<file path="src/rtl/spu_dispatch_pkg.sv">
// ----------------------------------------------------------------------------
// spu_dispatch_pkg
// Shared types for the SPU dual-issue dispatch stage.
//   dispatch_state_t : EMPTY (nothing held), PAIR (slot0+slot1 held),
//                      HALF (only slot1 held, slot0 already issued)
//   pipe_t           : execution pipe class of an instruction slot
//   slot_t           : one buffered instruction at the default widths
//   pipe_stalled()   : picks the RAW stall that applies to a pipe class
// ----------------------------------------------------------------------------
package spu_dispatch_pkg;

    localparam int IW_DEF  = 32;
    localparam int PCW_DEF = 8;

    typedef enum logic [1:0] {
        EMPTY = 2'd0,
        PAIR  = 2'd1,
        HALF  = 2'd2
    } dispatch_state_t;

    typedef enum logic {
        PIPE_EVEN = 1'b0,
        PIPE_ODD  = 1'b1
    } pipe_t;

    typedef struct packed {
        logic [IW_DEF-1:0]  instr;
        logic [PCW_DEF-1:0] pc;
        pipe_t              pipe;
    } slot_t;

    function automatic logic pipe_stalled(input logic pipe,
                                          input logic stall_even,
                                          input logic stall_odd);
        return pipe ? stall_odd : stall_even;
    endfunction

endpackage

</file>
<file path="src/rtl/spu_issue_select.sv">
// ----------------------------------------------------------------------------
// spu_issue_select
// Combinational issue decision for the dispatch stage. Issues in program
// order with at most one instruction per pipe per cycle; slot1 never issues
// ahead of slot0. A taken branch overrides everything: nothing issues and the
// buffer empties.
// Ports:
//   state          in   current dispatch state (dispatch_state_t encoding)
//   pipe0/pipe1    in   pipe class of held slot0/slot1 (0 even, 1 odd)
//   stall_even_raw in   even pipe RAW stall
//   stall_odd_raw  in   odd pipe RAW stall
//   branch_taken   in   odd pipe taken branch (flush)
//   if_valid       in   fetch offering a new pair
//   issue0/issue1  out  slot0/slot1 issues this cycle
//   odd_first      out  the oldest instruction issued this cycle goes odd
//   if_ready       out  buffer drains this cycle and no flush: accept pair
//   next_state     out  state for the next cycle
// ----------------------------------------------------------------------------
module spu_issue_select
    import spu_dispatch_pkg::*;
(
    input  logic [1:0] state,
    input  logic       pipe0,
    input  logic       pipe1,
    input  logic       stall_even_raw,
    input  logic       stall_odd_raw,
    input  logic       branch_taken,
    input  logic       if_valid,
    output logic       issue0,
    output logic       issue1,
    output logic       odd_first,
    output logic       if_ready,
    output logic [1:0] next_state
);

    dispatch_state_t cur_state;
    logic            stall0;
    logic            stall1;
    logic            drained;

    assign cur_state = dispatch_state_t'(state);
    assign stall0    = pipe_stalled(pipe0, stall_even_raw, stall_odd_raw);
    assign stall1    = pipe_stalled(pipe1, stall_even_raw, stall_odd_raw);

    always_comb begin
        issue0     = 1'b0;
        issue1     = 1'b0;
        drained    = 1'b0;
        next_state = EMPTY;
        if (!branch_taken) begin
            case (cur_state)
                PAIR: begin
                    next_state = PAIR;
                    if (!stall0) begin
                        issue0 = 1'b1;
                        // Same-pipe pairs always split: the pipe takes one per cycle.
                        if ((pipe0 != pipe1) && !stall1) begin
                            issue1  = 1'b1;
                            drained = 1'b1;
                        end else begin
                            next_state = HALF;
                        end
                    end
                end
                HALF: begin
                    next_state = HALF;
                    if (!stall1) begin
                        issue1  = 1'b1;
                        drained = 1'b1;
                    end
                end
                default: drained = 1'b1;
            endcase
            // A fully drained buffer refills from fetch in the same cycle.
            if (drained) begin
                next_state = if_valid ? PAIR : EMPTY;
            end
        end
    end

    assign if_ready  = drained;
    assign odd_first = issue0 ? pipe0 : (issue1 & pipe1);

endmodule

</file>
<file path="src/rtl/spu_dual_issue_dispatch.sv">
// ----------------------------------------------------------------------------
// spu_dual_issue_dispatch
// Issue stage feeding the SPU even and odd pipes. Buffers one fetched
// instruction pair, routes each slot to its pipe class in program order and
// flushes/redirects fetch on a taken odd-pipe branch.
// Optional feature macro: SPU_DISPATCH_PERF_EN enables saturating perf
// counters (dual issue / single issue / held-but-stalled cycles); without it
// the perf ports read 0.
// Ports:
//   clk, reset (async, active-low)
//   if_valid/if_ready, if_instr0/1, if_pipe0/1, if_pc   fetch pair handshake
//   stall_even_raw, stall_odd_raw                       RAW stalls per pipe
//   branch_taken, pc_wb                                 flush + target
//   even_valid/instr/pc, odd_valid/instr/pc, odd_first  registered issue
//   redirect_valid, redirect_pc                         registered redirect
//   perf_dual, perf_single, perf_stall                  perf counters
// ----------------------------------------------------------------------------
module spu_dual_issue_dispatch
    import spu_dispatch_pkg::*;
#(
    parameter int IW     = IW_DEF,
    parameter int PCW    = PCW_DEF,
    parameter int PERF_W = 32
) (
    input  logic              clk,
    input  logic              reset,
    input  logic              if_valid,
    output logic              if_ready,
    input  logic [IW-1:0]     if_instr0,
    input  logic [IW-1:0]     if_instr1,
    input  logic              if_pipe0,
    input  logic              if_pipe1,
    input  logic [PCW-1:0]    if_pc,
    input  logic              stall_even_raw,
    input  logic              stall_odd_raw,
    input  logic              branch_taken,
    input  logic [PCW-1:0]    pc_wb,
    output logic              even_valid,
    output logic              odd_valid,
    output logic [IW-1:0]     even_instr,
    output logic [IW-1:0]     odd_instr,
    output logic [PCW-1:0]    even_pc,
    output logic [PCW-1:0]    odd_pc,
    output logic              odd_first,
    output logic              redirect_valid,
    output logic [PCW-1:0]    redirect_pc,
    output logic [PERF_W-1:0] perf_dual,
    output logic [PERF_W-1:0] perf_single,
    output logic [PERF_W-1:0] perf_stall
);

    dispatch_state_t     state_reg;
    logic [1:0]          next_state;

    logic [1:0][IW-1:0]  slot_instr_reg;
    logic [1:0][PCW-1:0] slot_pc_reg;
    logic [1:0]          slot_pipe_reg;

    logic [1:0][IW-1:0]  in_instr;
    logic [1:0][PCW-1:0] in_pc;
    logic [1:0]          in_pipe;

    logic                issue0;
    logic                issue1;
    logic                sel_odd_first;
    logic                accept;

    logic                even_take0;
    logic                even_take1;
    logic                odd_take0;
    logic                odd_take1;

    logic                even_valid_reg;
    logic                odd_valid_reg;
    logic [IW-1:0]       even_instr_reg;
    logic [IW-1:0]       odd_instr_reg;
    logic [PCW-1:0]      even_pc_reg;
    logic [PCW-1:0]      odd_pc_reg;
    logic                odd_first_reg;
    logic                redirect_valid_reg;
    logic [PCW-1:0]      redirect_pc_reg;

    // Slot1 pc wraps modulo 2^PCW.
    assign in_instr = {if_instr1, if_instr0};
    assign in_pc    = {if_pc + PCW'(1), if_pc};
    assign in_pipe  = {if_pipe1, if_pipe0};

    spu_issue_select u_select (
        .state          (state_reg),
        .pipe0          (slot_pipe_reg[0]),
        .pipe1          (slot_pipe_reg[1]),
        .stall_even_raw (stall_even_raw),
        .stall_odd_raw  (stall_odd_raw),
        .branch_taken   (branch_taken),
        .if_valid       (if_valid),
        .issue0         (issue0),
        .issue1         (issue1),
        .odd_first      (sel_odd_first),
        .if_ready       (if_ready),
        .next_state     (next_state)
    );

    assign accept = if_valid & if_ready;

    // Slot buffers load only on a full-pair handshake; a flush just moves the
    // state to EMPTY so stale contents are never issued.
    genvar gi;
    generate
        for (gi = 0; gi < 2; gi++) begin : g_slot
            always_ff @(posedge clk or negedge reset) begin
                if (!reset) begin
                    slot_instr_reg[gi] <= '0;
                    slot_pc_reg[gi]    <= '0;
                    slot_pipe_reg[gi]  <= 1'b0;
                end else if (accept) begin
                    slot_instr_reg[gi] <= in_instr[gi];
                    slot_pc_reg[gi]    <= in_pc[gi];
                    slot_pipe_reg[gi]  <= in_pipe[gi];
                end
            end
        end
    endgenerate

    // When both slots issue their pipes differ, so each pipe gets at most one.
    assign even_take0 = issue0 & ~slot_pipe_reg[0];
    assign even_take1 = issue1 & ~slot_pipe_reg[1];
    assign odd_take0  = issue0 &  slot_pipe_reg[0];
    assign odd_take1  = issue1 &  slot_pipe_reg[1];

    always_ff @(posedge clk or negedge reset) begin
        if (!reset) begin
            state_reg          <= EMPTY;
            even_valid_reg     <= 1'b0;
            odd_valid_reg      <= 1'b0;
            even_instr_reg     <= '0;
            odd_instr_reg      <= '0;
            even_pc_reg        <= '0;
            odd_pc_reg         <= '0;
            odd_first_reg      <= 1'b0;
            redirect_valid_reg <= 1'b0;
            redirect_pc_reg    <= '0;
        end else begin
            state_reg      <= dispatch_state_t'(next_state);
            even_valid_reg <= even_take0 | even_take1;
            odd_valid_reg  <= odd_take0 | odd_take1;
            if (even_take0) begin
                even_instr_reg <= slot_instr_reg[0];
                even_pc_reg    <= slot_pc_reg[0];
            end else if (even_take1) begin
                even_instr_reg <= slot_instr_reg[1];
                even_pc_reg    <= slot_pc_reg[1];
            end
            if (odd_take0) begin
                odd_instr_reg <= slot_instr_reg[0];
                odd_pc_reg    <= slot_pc_reg[0];
            end else if (odd_take1) begin
                odd_instr_reg <= slot_instr_reg[1];
                odd_pc_reg    <= slot_pc_reg[1];
            end
            odd_first_reg      <= sel_odd_first;
            redirect_valid_reg <= branch_taken;
            if (branch_taken) begin
                redirect_pc_reg <= pc_wb;
            end
        end
    end

    assign even_valid     = even_valid_reg;
    assign odd_valid      = odd_valid_reg;
    assign even_instr     = even_instr_reg;
    assign odd_instr      = odd_instr_reg;
    assign even_pc        = even_pc_reg;
    assign odd_pc         = odd_pc_reg;
    assign odd_first      = odd_first_reg;
    assign redirect_valid = redirect_valid_reg;
    assign redirect_pc    = redirect_pc_reg;

`ifdef SPU_DISPATCH_PERF_EN
    logic [2:0]             perf_evt;
    logic [2:0][PERF_W-1:0] perf_cnt_reg;

    // 0: dual issue, 1: single issue, 2: slots held but nothing issued
    // (includes a flush cycle that discards held slots).
    assign perf_evt[0] = issue0 & issue1;
    assign perf_evt[1] = issue0 ^ issue1;
    assign perf_evt[2] = (state_reg != EMPTY) & ~issue0 & ~issue1;

    generate
        for (gi = 0; gi < 3; gi++) begin : g_perf
            always_ff @(posedge clk or negedge reset) begin
                if (!reset) begin
                    perf_cnt_reg[gi] <= '0;
                end else if (perf_evt[gi] && (perf_cnt_reg[gi] != '1)) begin
                    perf_cnt_reg[gi] <= perf_cnt_reg[gi] + PERF_W'(1);
                end
            end
        end
    endgenerate

    assign perf_dual   = perf_cnt_reg[0];
    assign perf_single = perf_cnt_reg[1];
    assign perf_stall  = perf_cnt_reg[2];
`else
    assign perf_dual   = '0;
    assign perf_single = '0;
    assign perf_stall  = '0;
`endif

endmodule

</file>
<file path="config.mk">
export PLATFORM = sky130hd
export DESIGN_NAME = spu_dual_issue_dispatch
export DESIGN_NICKNAME = d
export VERILOG_FILES = /design/src/rtl/spu_dispatch_pkg.sv /design/src/rtl/spu_issue_select.sv /design/src/rtl/spu_dual_issue_dispatch.sv
export SDC_FILE = /design/constraint.sdc
export NUM_CORES = 1
export LEC_CHECK = 0
export CAP_MARGIN = 10
export CORE_ASPECT_RATIO = 0.5
export CORE_MARGIN = 2
export CORE_UTILIZATION = 48
export CTS_BUF_LIST = sky130_fd_sc_hd__clkbuf_4 sky130_fd_sc_hd__clkbuf_8
export CTS_CLUSTER_SIZE = 28
export DETAILED_ROUTE_END_ITERATION = 10
export HOLD_SLACK_MARGIN = 0.15
export PLACE_DENSITY = 0.86
export SYNTH_ARGS = -nofsm -noshare
export SYNTH_HDL_FRONTEND = slang
export SYNTH_HIERARCHICAL = 1
export SYNTH_SLANG_ARGS = --single-unit
</file>
<file path="constraint.sdc">
create_clock -name clk -period 3.2 [get_ports clk]
set_input_delay 0.8 -clock clk [delete_from_list [all_inputs] [get_ports clk]]
set_output_delay 0.8 -clock clk [all_outputs]
set_load 0.05 [all_outputs]
</file>
==> flow_summary.json, run 1 <==
{
  "r2r_start": "slot_pipe_reg[0]",
  "fin_area_um2": 10700,
  "placed_cell_area_um2": 10200,
  "core-area_um2": 17300,
  "ys.warnings.count": 6,
  "seqPwrFrac": 0.358,
  "drive_gt1_frac": 0.257,
  "drv_cap": 0,
  "num_rows": 34,
  "postRouteAntennaNets": 0,
  "leakage_nw": 5.08,
  "fmax_mhz": 329,
  "fin_setup_tns_ns": 0,
  "io_pins": 277,
  "power_density_nw_per_um2": 891,
  "synth_seq_area_share": 0.521,
  "fillers": 1325,
  "rsz0062_at_grt": "false",
  "setup.worst_path.start_class": "input pin",
  "slew_viol_final": 0,
  "fp.dieW_um": 192,
  "synth.ff_latch_count": 176,
  "cts_buffer_depth": 2,
  "totalWireLength_um": 18200,
  "synth_top_cell_area_share": 0.521,
  "timing.slew.headroom": 0.439,
  "fin_cells": 1087,
  "clkLatencyLatePin_ns": 0.45,
  "dpl.cell_count": 1055,
  "setup_violations": 0,
  "clockPowerShare": 0.181,
  "timing_hold_violations_final": 0,
  "drt_iter0_drc": 192,
  "avgSynthCellArea_um2": 12.9,
  "cp_max_fo": 4,
  "required_ns": 2.40,
  "area_growth_pct": 26.5,
  "final_cell_mix": "clkdlybuf4s50_1 (178), dfrtp_1 (176), mux2_2 (123)",
  "internal_power_mw": 5.45,
  "switching_power_mw": 4.08,
  "die-area_um2": 18800,
  "dieHeight_um": 97.9,
  "power_frac_comb": 0.461,
  "place_congestion": 0.793,
  "final_util": 0.618,
  "grt_pass1_vias": 5424,
  "path_buf_inv": 2,
  "crit_path_max_incr_delay_ns": 0.56,
  "min_path_type": "input pin to async pin",
  "start_util": 0.489,
  "synth_cell_types": 33,
  "clk_pin_slew_ns": 0.09,
  "ctsRootBufferMaster": "clkbuf_8",
  "cp_cell_sequence": "clkdlybuf4s50_1 > nor2_1 > o21a_1 > nor3_2 > nor2_2 > buf_12",
  "crit_start": "stall_even_raw",
  "grt_overflow": 0,
  "final_common_cell": "clkdlybuf4s50_1",
  "power_mw": 9.53,
  "cp_top_family": "buffers and inverters",
  "drt-vias-per-instance": 4.88,
  "dp_hpwl_um": 12700,
  "path_class": "input pin to primary output",
  "cts_tree": "done",
  "synth_cells": 655,
  "via_count": 5309,
  "crit_slowest_cell": "clkdlybuf4s50_1",
  "io_buffers": 180,
  "largest_register_ffs": 64,
  "track_usage": 0.199,
  "post_cts_buffers": 0,
  "cts_buffers": 17,
  "cp.arrival_ns": 2.24,
  "h-tree-depth": 4,
  "synth_top_area_cell": "dfrtp_1",
  "peakVddDrop_mv": 0.532,
  "dr.pass1.iters": 4,
  "grt_pass1_wl_um": 28900,
  "timing.final.crit_share": 0.950,
  "fin_crit_ns": 3.04,
  "antenna_found_initial": 0,
  "status": "finished clean",
  "cts.sinks": 176,
  "skew_ns": 0.0133,
  "post_drt_wl_per_cell_um": 16.8,
  "grt_max_degree": 94,
  "netSwitchingFraction": 0.429,
  "diodes": 0,
  "ys_top_cells_by_area": "dfrtp_1 (52%), mux2_2 (16%), buf_4 (8.5%)",
  "end_kind": "primary output",
  "tightest_slew_ns": 0.842,
  "drcViolationCount": 0,
  "nets": 931,
  "synthesis.area_um2": 8460
}
layout make-up:
cell class              count  area [um^2]  share of cell area
flip-flops and latches    176         4400               0.412
repair buffers            198         2020               0.189
clock inverters            11          179              0.0167
clock buffers              21          277              0.0258
multi-input cells         443         3510               0.328
well taps                 234          293              0.0274
inverters                   4         15.0             0.00140
power groups by stage:
stage / sequential (mW) / combinational [mW] / clock, mW
floorplan: 5.15 / 1.23 / 0
global placement: 3.40 / 4.34 / 0
detailed placement: 3.44 / 4.41 / 0
CTS: 3.42 / 4.43 / 1.75
global route: 3.51 / 4.58 / 1.86
finish: 3.41 / 4.39 / 1.73
cell usage after synthesis (all sizes together):
cell type / instances
inv: 4
or4: 3
a22oi: 1
nand2: 52
nand3: 8
mux2: 159
nor3: 2
dfrtp: 176
xor2: 2
xnor2: 2
or3b: 1
o211ai: 1
nor2b: 2
mux2i: 44
conb: 1
a21oi: 5
clkbuf: 9
nor4b: 2
o2111ai: 3
nand2b: 4
o21a: 1
nand4: 1
nor2: 7
o32ai: 1
o21ai: 43
buf: 118
ha: 3
cell families (layout without fill, tap and decap cells):
family,after synthesis,after routing,share of synthesized area
flip-flops,176,176,0.521
AO/OA/AOI/OAI,55,55,0.0358
multiplexers,203,203,0.280
buffers and inverters,131,234,0.109
XOR/XNOR,4,4,0.00414
AND/OR/NAND/NOR,82,82,0.0457
adder cells (fa/ha/maj),3,3,0.00444
other,1,96,0.000443
per-stage QoR:
stage	hold slack, ns	setup WS (ns)
2_1_floorplan	0.465	0.136
3_3_place_gp	0.462	0.137
3_5_place_dp	0.471	0.0786
4_1_cts	0.457	0.0599
5_1_grt	0.474	0.102
6_report	0.426	0.159
final timing paths:
path / end / slack [ns] / cells after the start
worst max-delay path: if_ready / 0.16 / 6
worst min-delay path: redirect_pc[7] / 0.43 / 1
worst max register to register: even_instr[2] / 0.75 / 7
worst min register to register: odd_instr[21] / 0.49 / 2
max in group asynchronous: even_instr[30] / 1.97 / 2
min in group clk: odd_instr[21] / 0.49 / 2
what timing repair did:
item                                    4_1_cts  5_1_grt
endpoints found under the setup margin        0        1
resized for setup                             0        1
hold buffers                                  0        0
routing by layer:
metal / vias up / GRT usage / routed length, um
li1: 2447 / - / -
met1: 2666 / 0.246 / 7490
met2: 164 / 0.343 / 9530
met3: 32 / 0.0428 / 765
met4: 0 / 0.0793 / 432
met5: - / 0 / 0
Note: power is estimated with default switching activity, not from simulation.
==> run 2, diff against run 1 <==
--- a/config.mk
+++ b/config.mk
@@ -5,9 +5,8 @@
 export SDC_FILE = /design/constraint.sdc
 export NUM_CORES = 1
 export LEC_CHECK = 0
-export CAP_MARGIN = 10
 export CORE_ASPECT_RATIO = 0.5
-export CORE_MARGIN = 2
+export CORE_MARGIN = 4
 export CORE_UTILIZATION = 48
 export CTS_BUF_LIST = sky130_fd_sc_hd__clkbuf_4 sky130_fd_sc_hd__clkbuf_8
 export CTS_CLUSTER_SIZE = 28
==> flow_summary.json, run 2 (synthesis results as in run 1) <==
{
  "start_util": 0.503,
  "rsz0062_at_grt": "false",
  "grt_max_degree": 70,
  "timing_hold_violations_final": 0,
  "timing.slew.headroom": 0.560,
  "grt_pass1_wl_um": 29500,
  "path_class": "input pin to primary output",
  "cts_buffer_depth": 2,
  "num_rows": 33,
  "core-area_um2": 16800,
  "multiInputGateArea_um2": 3510,
  "drive_gt1_frac": 0.256,
  "drv_cap": 0,
  "diodes": 0,
  "slew_viol_final": 0,
  "fin_setup_tns_ns": 0,
  "cp_max_fo": 5,
  "leakage_nw": 5.06,
  "cts_tree": "done",
  "final_util": 0.632,
  "totalWireLength_um": 18900,
  "grt_overflow": 0,
  "cts.sinks": 176,
  "skew_ns": 0.0193,
  "status": "finished clean",
  "min_path_type": "input pin to async pin",
  "final_cell_mix": "clkdlybuf4s50_1 (178), dfrtp_1 (176), mux2_2 (123)",
  "drt_iter0_drc": 240,
  "fmax_mhz": 323,
  "drt-vias-per-instance": 4.93,
  "clk_pin_slew_ns": 0.11,
  "end_kind": "primary output",
  "grt_pass1_vias": 5584,
  "power_density_nw_per_um2": 872,
  "setup.worst_path.start_class": "input pin",
  "tightest_slew_ns": 0.659,
  "cp_cell_sequence": "clkdlybuf4s50_1 > nor2b_1 > o21a_1 > nor3_4 > nor2_1 > buf_4 > buf_12",
  "dieHeight_um": 102,
  "clkLatencyLatePin_ns": 0.45,
  "io_pins": 277,
  "largest_register_ffs": 64,
  "ctsRootBufferMaster": "clkbuf_8",
  "cp.arrival_ns": 2.30,
  "dp_hpwl_um": 13700,
  "fillers": 1229,
  "antenna_found_initial": 0,
  "fp.dieW_um": 196,
  "regArea_um2": 4400,
  "area_growth_pct": 25.6,
  "setup_violations": 0,
  "timing.final.crit_share": 0.968,
  "required_ns": 2.40,
  "via_count": 5331,
  "cts_buffers": 17,
  "place_congestion": 0.766,
  "final_common_cell": "clkdlybuf4s50_1",
  "h-tree-depth": 4,
  "fin_crit_ns": 3.10,
  "track_usage": 0.187,
  "post_drt_wl_per_cell_um": 17.5,
  "crit_slowest_cell": "clkdlybuf4s50_1",
  "die-area_um2": 19900,
  "nets": 932,
  "postRouteAntennaNets": 0,
  "drcViolationCount": 0,
  "peakVddDrop_mv": 0.609,
  "crit_path_max_incr_delay_ns": 0.58,
  "dr.pass1.iters": 4,
  "io_buffers": 180
}
## run 2: path summary, 6_finish.rpt
| kind | start | endpoint | slack (ns) | cells after the start |
|---|---|---|---|---|
| worst max-delay path | stall_odd_raw | if_ready | 0.10 | 7 |
| worst min-delay path | reset | odd_instr[27] | 0.34 | 1 |
| worst max register to register | slot_pipe_reg[0] | even_instr[9] | 0.74 | 8 |
| worst min register to register | odd_instr[0] | odd_instr[0] | 0.48 | 2 |
| max in group asynchronous | reset | slot_instr_reg[23] | 2.03 | 2 |
| min in group clk | odd_instr[0] | odd_instr[0] | 0.48 | 2 |
## run 2: area by class of cell
| cell class | instances | share of cell area |
|---|---|---|
| Multi-Input combinational cell | 443 | 0.331 |
| Tap cell | 227 | 0.0267 |
| Inverter | 4 | 0.00141 |
| Sequential cell | 176 | 0.415 |
| Timing Repair Buffer | 199 | 0.191 |
| Clock buffer | 19 | 0.0240 |
| Clock inverter | 13 | 0.0114 |
## run 2: repair_timing
| action | in CTS | in global routing |
|---|---|---|
| buffers inserted | 0 | 0 |
| hold buffers | 0 | 0 |
| gates resized for setup | 0 | 1 |
| setup endpoints to repair | 0 | 1 |
## run 2: critical path, delay by kind of cell
| family | cells | cell delay, ns |
|---|---|---|
| buffers and inverters | 3 | 0.90 |
| AO/OA/AOI/OAI | 1 | 0.23 |
| AND/OR/NAND/NOR | 3 | 0.36 |
## run 2: routing by layer
layer  share of wire  global-route usage  routed length [um]
met4           0.015              0.0568                 288
met1            0.40               0.223                7490
met3           0.050              0.0375                 936
met5               0                   0                   0
met2            0.54               0.348               10200
## run 2: per-stage QoR
stage / setup WS [ns] / cell area, um^2 / instances / power [mW] / hold slack, ns
final: 0.102 / 10600 / 1081 / 9.26 / 0.343
after detailed placement: 0.0754 / 10200 / 1049 / 7.86 / 0.470
after global placement: 0.138 / 10200 / 1049 / 7.75 / 0.462
after CTS: 0.0764 / 10600 / 1081 / 9.35 / 0.349
after global routing: 0.00154 / 10600 / 1081 / 9.70 / 0.370
after floorplan: 0.136 / 8820 / 750 / 6.38 / 0.465
## run 2: power breakdown
part | internal [mW] | switching [mW] | total, mW
Sequential | 2.94 | 0.459 | 3.40
Combinational | 1.59 | 2.80 | 4.39
Clock | 0.599 | 0.882 | 1.48
==> run 3, diff against run 2 <==
--- a/config.mk
+++ b/config.mk
@@ -11,7 +11,6 @@
 export CTS_BUF_LIST = sky130_fd_sc_hd__clkbuf_4 sky130_fd_sc_hd__clkbuf_8
 export CTS_CLUSTER_SIZE = 28
 export DETAILED_ROUTE_END_ITERATION = 10
-export HOLD_SLACK_MARGIN = 0.15
 export PLACE_DENSITY = 0.86
 export SYNTH_ARGS = -nofsm -noshare
 export SYNTH_HDL_FRONTEND = slang
==> results of run 3 <==
No change in the layout: final DEF, timing and power equal those of run 2.
